==> config.mk <==
export PLATFORM = sky130hd
export DESIGN_NAME = rvh_pmp_check_arb
export DESIGN_NICKNAME = d
export VERILOG_FILES = /design/src/rtl/rvh_pmp_check_arb.sv
export SDC_FILE = /design/constraint.sdc
export NUM_CORES = 1
export LEC_CHECK = 0
export ABC_AREA = 1
export BUFFER_PORTS_ARGS = -buffer_cell sky130_fd_sc_hd__clkbuf_2
export CAP_MARGIN = 0
export CORE_AREA = 2 2 97 99
export DETAILED_ROUTE_END_ITERATION = 16
export DIE_AREA = 0 0 99 101
export SYNTH_ARGS = -nofsm -noshare
export SYNTH_HDL_FRONTEND = slang
export SYNTH_SLANG_ARGS = --single-unit
==> constraint.sdc <==
create_clock -name clk -period 3.85 [get_ports clk]
set_input_delay 0.5775 -clock clk [delete_from_list [all_inputs] [get_ports clk]]
set_output_delay 0.5775 -clock clk [all_outputs]
set_load 0.05 [all_outputs]
==> src/rtl/rvh_pmp_check_arb.sv <==
// Requester-side front end for the PMP check port: round-robin arbitration over
// REQ_COUNT clients, an in-flight pipe covering the PMP latency, and an in-order
// response FIFO whose occupancy plus in-flight checks never exceeds RESP_DEPTH.
module rvh_pmp_check_arb #(
  parameter int unsigned REQ_COUNT     = 3,
  parameter int unsigned PADDR_WIDTH   = 56,
  parameter int unsigned CHECK_LATENCY = 1,
  parameter int unsigned RESP_DEPTH    = 2,
  parameter int unsigned ID_WIDTH      = $clog2(REQ_COUNT)
) (
  input  logic                             clk,
  input  logic                             rst,
  input  logic                             flush_i,
  input  logic [REQ_COUNT-1:0]             req_vld_i,
  input  logic [REQ_COUNT*PADDR_WIDTH-1:0] req_paddr_i,
  input  logic [REQ_COUNT*2-1:0]           req_access_type_i,
  output logic [REQ_COUNT-1:0]             req_rdy_o,
  output logic                             pmp_check_vld_o,
  output logic [PADDR_WIDTH-1:0]           pmp_check_paddr_o,
  output logic [1:0]                       pmp_check_access_type_o,
  input  logic                             pmp_check_fail_i,
  output logic                             resp_vld_o,
  output logic [ID_WIDTH-1:0]              resp_id_o,
  output logic                             resp_fail_o,
  input  logic                             resp_rdy_i
);

  localparam int unsigned PTR_W = $clog2(RESP_DEPTH);
  localparam int unsigned CNT_W = $clog2(RESP_DEPTH + CHECK_LATENCY + 1);
  localparam int unsigned SUM_W = ID_WIDTH + 1;

  logic [PADDR_WIDTH-1:0] paddr_arr [REQ_COUNT];
  logic [1:0]             atype_arr [REQ_COUNT];

  logic [ID_WIDTH-1:0]    rr_ptr_q, rr_ptr_d;
  logic                   grant_vld;
  logic [ID_WIDTH-1:0]    grant_id;
  logic                   can_issue;
  logic                   deq;
  logic                   enq;
  logic                   enq_vld;
  logic [ID_WIDTH-1:0]    enq_id;
  logic [CNT_W-1:0]       inflight_cnt;
  logic [CNT_W-1:0]       credit_used;

  logic [CNT_W-1:0]       fifo_cnt_q, fifo_cnt_d;
  logic [PTR_W-1:0]       wr_ptr_q, wr_ptr_d;
  logic [PTR_W-1:0]       rd_ptr_q, rd_ptr_d;
  logic [ID_WIDTH-1:0]    id_mem_q   [RESP_DEPTH];
  logic [ID_WIDTH-1:0]    id_mem_d   [RESP_DEPTH];
  logic                   fail_mem_q [RESP_DEPTH];
  logic                   fail_mem_d [RESP_DEPTH];

  // Unpack the flat per-client request buses
  for (genvar g = 0; g < REQ_COUNT; g++) begin : g_unpack
    assign paddr_arr[g] = req_paddr_i[g*PADDR_WIDTH +: PADDR_WIDTH];
    assign atype_arr[g] = req_access_type_i[g*2 +: 2];
  end

  // Credit check and round-robin search starting at rr_ptr
  always_comb begin
    logic [SUM_W-1:0]    sum;
    logic [ID_WIDTH-1:0] idx;
    sum         = '0;
    idx         = '0;
    grant_vld   = 1'b0;
    grant_id    = '0;
    deq         = resp_vld_o & resp_rdy_i;
    credit_used = fifo_cnt_q + inflight_cnt - CNT_W'(deq);
    // Reset gating keeps pending clients ungranted while rst is held
    can_issue   = !rst && !flush_i && (credit_used < CNT_W'(RESP_DEPTH));
    for (int unsigned k = 0; k < REQ_COUNT; k++) begin
      sum = SUM_W'(rr_ptr_q) + SUM_W'(k);
      if (sum >= SUM_W'(REQ_COUNT)) begin
        sum = sum - SUM_W'(REQ_COUNT);
      end
      idx = ID_WIDTH'(sum);
      if (can_issue && !grant_vld && req_vld_i[idx]) begin
        grant_vld = 1'b1;
        grant_id  = idx;
      end
    end
  end

  // Grant one-hot, PMP drive, and pointer advance past the winner
  always_comb begin
    logic [SUM_W-1:0] nxt;
    req_rdy_o = '0;
    rr_ptr_d  = rr_ptr_q;
    nxt       = '0;
    if (grant_vld) begin
      req_rdy_o[grant_id] = 1'b1;
      nxt = SUM_W'(grant_id) + SUM_W'(1);
      if (nxt >= SUM_W'(REQ_COUNT)) begin
        nxt = '0;
      end
      rr_ptr_d = ID_WIDTH'(nxt);
    end
  end

  assign pmp_check_vld_o         = grant_vld;
  assign pmp_check_paddr_o       = grant_vld ? paddr_arr[grant_id] : '0;
  assign pmp_check_access_type_o = grant_vld ? atype_arr[grant_id] : 2'b00;

  // Round-robin pointer register
  always_ff @(posedge clk or posedge rst) begin
    if (rst) begin
      rr_ptr_q <= '0;
    end else begin
      rr_ptr_q <= rr_ptr_d;
    end
  end

  if (CHECK_LATENCY == 0) begin : g_comb
    assign enq_vld      = grant_vld;
    assign enq_id       = grant_id;
    assign inflight_cnt = '0;
  end else begin : g_pipe
    logic [CHECK_LATENCY-1:0] pipe_vld_q, pipe_vld_d;
    logic [ID_WIDTH-1:0]      pipe_id_q [CHECK_LATENCY];
    logic [ID_WIDTH-1:0]      pipe_id_d [CHECK_LATENCY];

    // Shift {vld,id} along the PMP latency; flush kills every stage
    always_comb begin
      pipe_vld_d = '0;
      for (int unsigned s = 0; s < CHECK_LATENCY; s++) begin
        pipe_id_d[s] = '0;
      end
      pipe_vld_d[0] = grant_vld;
      pipe_id_d[0]  = grant_id;
      for (int unsigned s = 1; s < CHECK_LATENCY; s++) begin
        pipe_vld_d[s] = pipe_vld_q[s-1];
        pipe_id_d[s]  = pipe_id_q[s-1];
      end
      if (flush_i) begin
        pipe_vld_d = '0;
      end
    end

    // Count checks still waiting on the PMP result
    always_comb begin
      inflight_cnt = '0;
      for (int unsigned s = 0; s < CHECK_LATENCY; s++) begin
        inflight_cnt = inflight_cnt + CNT_W'(pipe_vld_q[s]);
      end
    end

    // In-flight pipe registers
    always_ff @(posedge clk or posedge rst) begin
      if (rst) begin
        pipe_vld_q <= '0;
        pipe_id_q  <= '{default: '0};
      end else begin
        pipe_vld_q <= pipe_vld_d;
        pipe_id_q  <= pipe_id_d;
      end
    end

    assign enq_vld = pipe_vld_q[CHECK_LATENCY-1];
    assign enq_id  = pipe_id_q[CHECK_LATENCY-1];
  end

  // A result returning during flush belongs to a killed check
  assign enq = enq_vld & !flush_i;

  // Response FIFO next-state: push PMP result, pop on handshake, flush empties
  always_comb begin
    fifo_cnt_d = fifo_cnt_q;
    wr_ptr_d   = wr_ptr_q;
    rd_ptr_d   = rd_ptr_q;
    id_mem_d   = id_mem_q;
    fail_mem_d = fail_mem_q;
    if (flush_i) begin
      fifo_cnt_d = '0;
      wr_ptr_d   = '0;
      rd_ptr_d   = '0;
    end else begin
      if (enq) begin
        id_mem_d[wr_ptr_q]   = enq_id;
        fail_mem_d[wr_ptr_q] = pmp_check_fail_i;
        wr_ptr_d             = wr_ptr_q + PTR_W'(1);
      end
      if (deq) begin
        rd_ptr_d = rd_ptr_q + PTR_W'(1);
      end
      fifo_cnt_d = fifo_cnt_q + CNT_W'(enq) - CNT_W'(deq);
    end
  end

  // Response FIFO registers
  always_ff @(posedge clk or posedge rst) begin
    if (rst) begin
      fifo_cnt_q <= '0;
      wr_ptr_q   <= '0;
      rd_ptr_q   <= '0;
      id_mem_q   <= '{default: '0};
      fail_mem_q <= '{default: 1'b0};
    end else begin
      fifo_cnt_q <= fifo_cnt_d;
      wr_ptr_q   <= wr_ptr_d;
      rd_ptr_q   <= rd_ptr_d;
      id_mem_q   <= id_mem_d;
      fail_mem_q <= fail_mem_d;
    end
  end

  assign resp_vld_o  = (fifo_cnt_q != '0);
  assign resp_id_o   = id_mem_q[rd_ptr_q];
  assign resp_fail_o = fail_mem_q[rd_ptr_q];

  a_fifo_cnt_bound: assert property (@(posedge clk) disable iff (rst)
    fifo_cnt_q <= CNT_W'(RESP_DEPTH));
  a_grant_onehot: assert property (@(posedge clk) disable iff (rst)
    $onehot0(req_rdy_o));
  a_no_overflow: assert property (@(posedge clk) disable iff (rst)
    !(enq && !deq && (fifo_cnt_q == CNT_W'(RESP_DEPTH))));

endmodule

==> results.tsv <==
stage	metric	value	unit
grt	GRT Overall Usage	17.5	%
power_and_ir_drop	Power Dens Cells	988	mW/mm^2
synth	synth warn	0	
clock_tree	Post-CTS Resized	0	
sta	fin crit share	93.3	%
synth	synthesized flop and latch total	15	
sta	min Tclk post-route	3.59	ns
sta	Hold Vio Cnt, Final	0	
placement	HPWL Detailed	8150	um
critical_path	Largest delay share family, worst path	simple AND/OR/NAND/NOR gates	
synth	most frequent cell after synthesis	nand2_1	
synth	number of flops mapped to enable cells by yosys	0	
power_and_ir_drop	internal power	1.28	mW
sta	Max Fclk	278	MHz
sta	slew margin rel.	62.5	%
detailed_routing	Iter 0 DRT Violations	110	
critical_path	most used cell, CP	nand2_1	
power_and_ir_drop	total power draw	3.88	mW
synth	syn nets	646	
grt	first-pass GRT wire length	14400	um
synth	Synth top cells by count	nand2_1, inv_1, nand3_1, dfrtp_1	
synth	Synth Flop Type	dfrtp_1	
outcome	status	finished clean	
critical_path	FF-to-FF setup slack	1.54	ns
cells_and_area	Area Growth Syn to Fin	69.6	%
synth	Avg Inst Size Synth	5.03	sq um
critical_path	critical-path cell with the highest stage delay	dfrtp_1	
power_and_ir_drop	Max VDD drop	0.000570	V
grt	initial antenna violation count	0	
clock_tree	CTS H-Tree Depth	1	
critical_path	CP Buf/Inv Count	7	
floorplan	Initial Utilization	25.8	%
clock_tree	TritonCTS Buffers	3	
grt	vias in the first global route	3190	
synth	Cell Area, Synth	0.00231	sq mm
power_and_ir_drop	Flop pwr share	6.4	%
critical_path	FF-to-FF path depth	15	
synth	biggest area consumer among synthesized cells	nand2_1	
detailed_routing	final wirelength	9560	um
detailed_routing	Final ANT Viol Nets	0	
synth	top-area cell type share of the netlist area	42.2	%
grt	largest net degree at the start of global routing	35	
critical_path	crit path cell chain	inv_2 -> nand2_1 -> nand2_1 -> inv_1 -> ha_1 -> inv_1 -> nand2_1 -> nand3_1 -> inv_1 -> nor2_2 -> nand3_1 -> nand2_1 -> nand2_1 -> nand2_2 -> buf_4 -> nand2_1 -> nand2_1 -> inv_1 -> nand2_1 -> clkbuf_2	
clock_tree	CTS tree	built	
detailed_routing	Vias/cell	4.33	
sta	endpoints failing setup	0	
clock_tree	Setup Fix Bufs, Post-CTS	0	
critical_path	crit-path max cell delay	0.40	ns
synth	synthesized netlist cell count	460	
critical_path	Critical Path Start	fifo_cnt_q[1]	
sta	Slew Limit Fails	0	
cells_and_area	post-route cell area	0.00392	sq mm
critical_path	CP endpoint kind	output pin	
floorplan	core area	0.00898	sq mm
sta	Worst Skew	0.00422	ns
critical_path	Worst Setup Path Type	reg -> out	
detailed_routing	# DRC	0	
placement	Port Buffers	247	
power_and_ir_drop	Gate power share	90.3	%
floorplan	DIE HEIGHT	101	um
clock_tree	CTS Hold Buffers Added	0	
synth	Cell variety after synth	23	
synth	synth top area cells	nand2_1, dfrtp_1, nand3_1	
run	MaxCap Viol Count	0	
detailed_routing	total number of vias	3511	
cells_and_area	fraction of layout cells with a size suffix above 1	40.6	%
worst_hold_path	hold crit path type	in -> async	
power_and_ir_drop	Psw	2.60	mW
cells_and_area	Nets	887	
floorplan	die area	0.0100	sq mm
power_and_ir_drop	cell leakage power	2.53	nW
placement	dpl cell area	0.00386	sq mm
floorplan	site row count	35	
clock_tree	clk root buf	clkbuf_8	
placement	Placed Cells	807	
synth	sequential-to-total area share from yosys stat	16.2	%
floorplan	top-level I/O count	248	
critical_path	reg2reg start	fifo_cnt_q[1]	
floorplan	Horiz. Die Dim	99	um
critical_path	Worst EP required	3.27	ns
critical_path	RR Endpoint	enq_id[1]	
detailed_routing	wire per inst	11.8	um
cells_and_area	count of non-filler cells in the finished layout	811	
critical_path	crit-path max FO	32	
critical_path	worst path arrival time	3.02	ns
detailed_routing	DR pass1 iterations	4	
clock_tree	clk_lat worst skew	0.25	ns
grt	Congestion Overflow GR	0	
placement	Setup WS pre-CTS	0.274	ns
clock_tree	CTS clock-pin slew for the worst setup and hold paths	0.06	ns
cells_and_area	# diodes	0	
synth	Async SR Flop Fraction	100	%
clock_tree	CTS max path bufs	2	
sta	final worst slack	0.256	ns
placement	Routability Congestion	0.851	
clock_tree	Clock Sink Count	15	
critical_path	crit start category	register	
power_and_ir_drop	Sw Ratio	67.0	%
sta	Worst-Margin Slew	0.562	ns
power_and_ir_drop	Clk pwr share	3.3	%
[layer usage]
metal / part of all wire [%] / global-route usage (%) / routed length [um] / vias to the layer above
met4: 0.98 / 3.58 / 94 / 0
met1: 41 / 22.0 / 3920 / 1496
li1: - / - / - / 1874
met2: 51 / 31.7 / 4860 / 133
met5: 0 / 0 / 0 / -
met3: 7.1 / 2.57 / 681 / 8
[cells by family (layout without fill, tap and decap cells)]
kind of cell	after synthesis	count (layout)	share of synthesized area, %
adders and majority gates	4	4	2.16
AOI/OAI and AO/OA	23	23	5.30
xor gates and xnor gates	1	1	0.379
and+or+nand+nor	335	335	59.3
muxes	3	3	1.46
DFF	15	15	16.2
buffers and inverters	79	319	15.2
[power groups by stage]
stage	Clock (mW)	Combinational [mW]	Sequential, mW
floorplan	0	2.51	0.241
global placement	0	3.48	0.249
detailed placement	0	3.50	0.252
CTS	0.130	3.51	0.249
global route	0.135	3.76	0.257
finish	0.128	3.50	0.249
[layout make-up]
type                    count  area, sq um
fillers                   952         5050
multi-input cells         366         1600
repair buffers            255         1530
flip-flops and latches     15          375
inverters                  60          230
well taps                 111          139
clock buffers               4         45.0
[placed cells by master (no fill, tap or decap), drive strengths merged]
cell type and count:
nor2 12, xor2 1, ha 4, clkbuf 237, o21ai 13, nand4 5, nand3 47, a21oi 10
nand2 271, buf 22, mux2 3, inv 60, dfrtp 15
[how the worst max path moves through the flow]
stage               cells past startpoint                     to
global route                           20  pmp_check_paddr_o[41]
floorplan                              17  pmp_check_paddr_o[36]
global placement                       16   pmp_check_paddr_o[4]
CTS                                    17   pmp_check_paddr_o[8]
finish                                 20  pmp_check_paddr_o[52]
detailed placement                     16   pmp_check_paddr_o[8]
[stage by stage]
stage | hold WS, ns | utilization, % | TNS (ns)
3_5_place_dp | 0.479 | 43.0 | 0
3_3_place_gp | 0.462 | 43.0 | 0
2_1_floorplan | 0.448 | - | 0
6_report | 0.377 | 43.7 | 0
5_1_grt | 0.433 | 43.7 | -0.0806
4_1_cts | 0.387 | 43.5 | 0
[state kept, by name, summed over array words and instances, names as in the netlist]
register	count
wr_ptr_q	1
rr_ptr_q	2
enq_id	2
rd_ptr_q	1
id_mem_q	4
fail_mem_q	2
fifo_cnt_q	2
enq_vld	1
[worst register-to-register path, cell delays in order (launching register included)]
cell and delay (ns):
dfrtp_1 0.40, inv_2 0.07, nand2_1 0.07, nand2_1 0.06
inv_1 0.05, ha_1 0.28, inv_1 0.08, nand2_1 0.05
nand3_1 0.09, inv_1 0.06, nor2_2 0.22, nand3_1 0.13
nand2_1 0.11, nand2_1 0.08, nand2_2 0.10, buf_4 0.35
No activity file was read; power rests on OpenSTA's default activity.
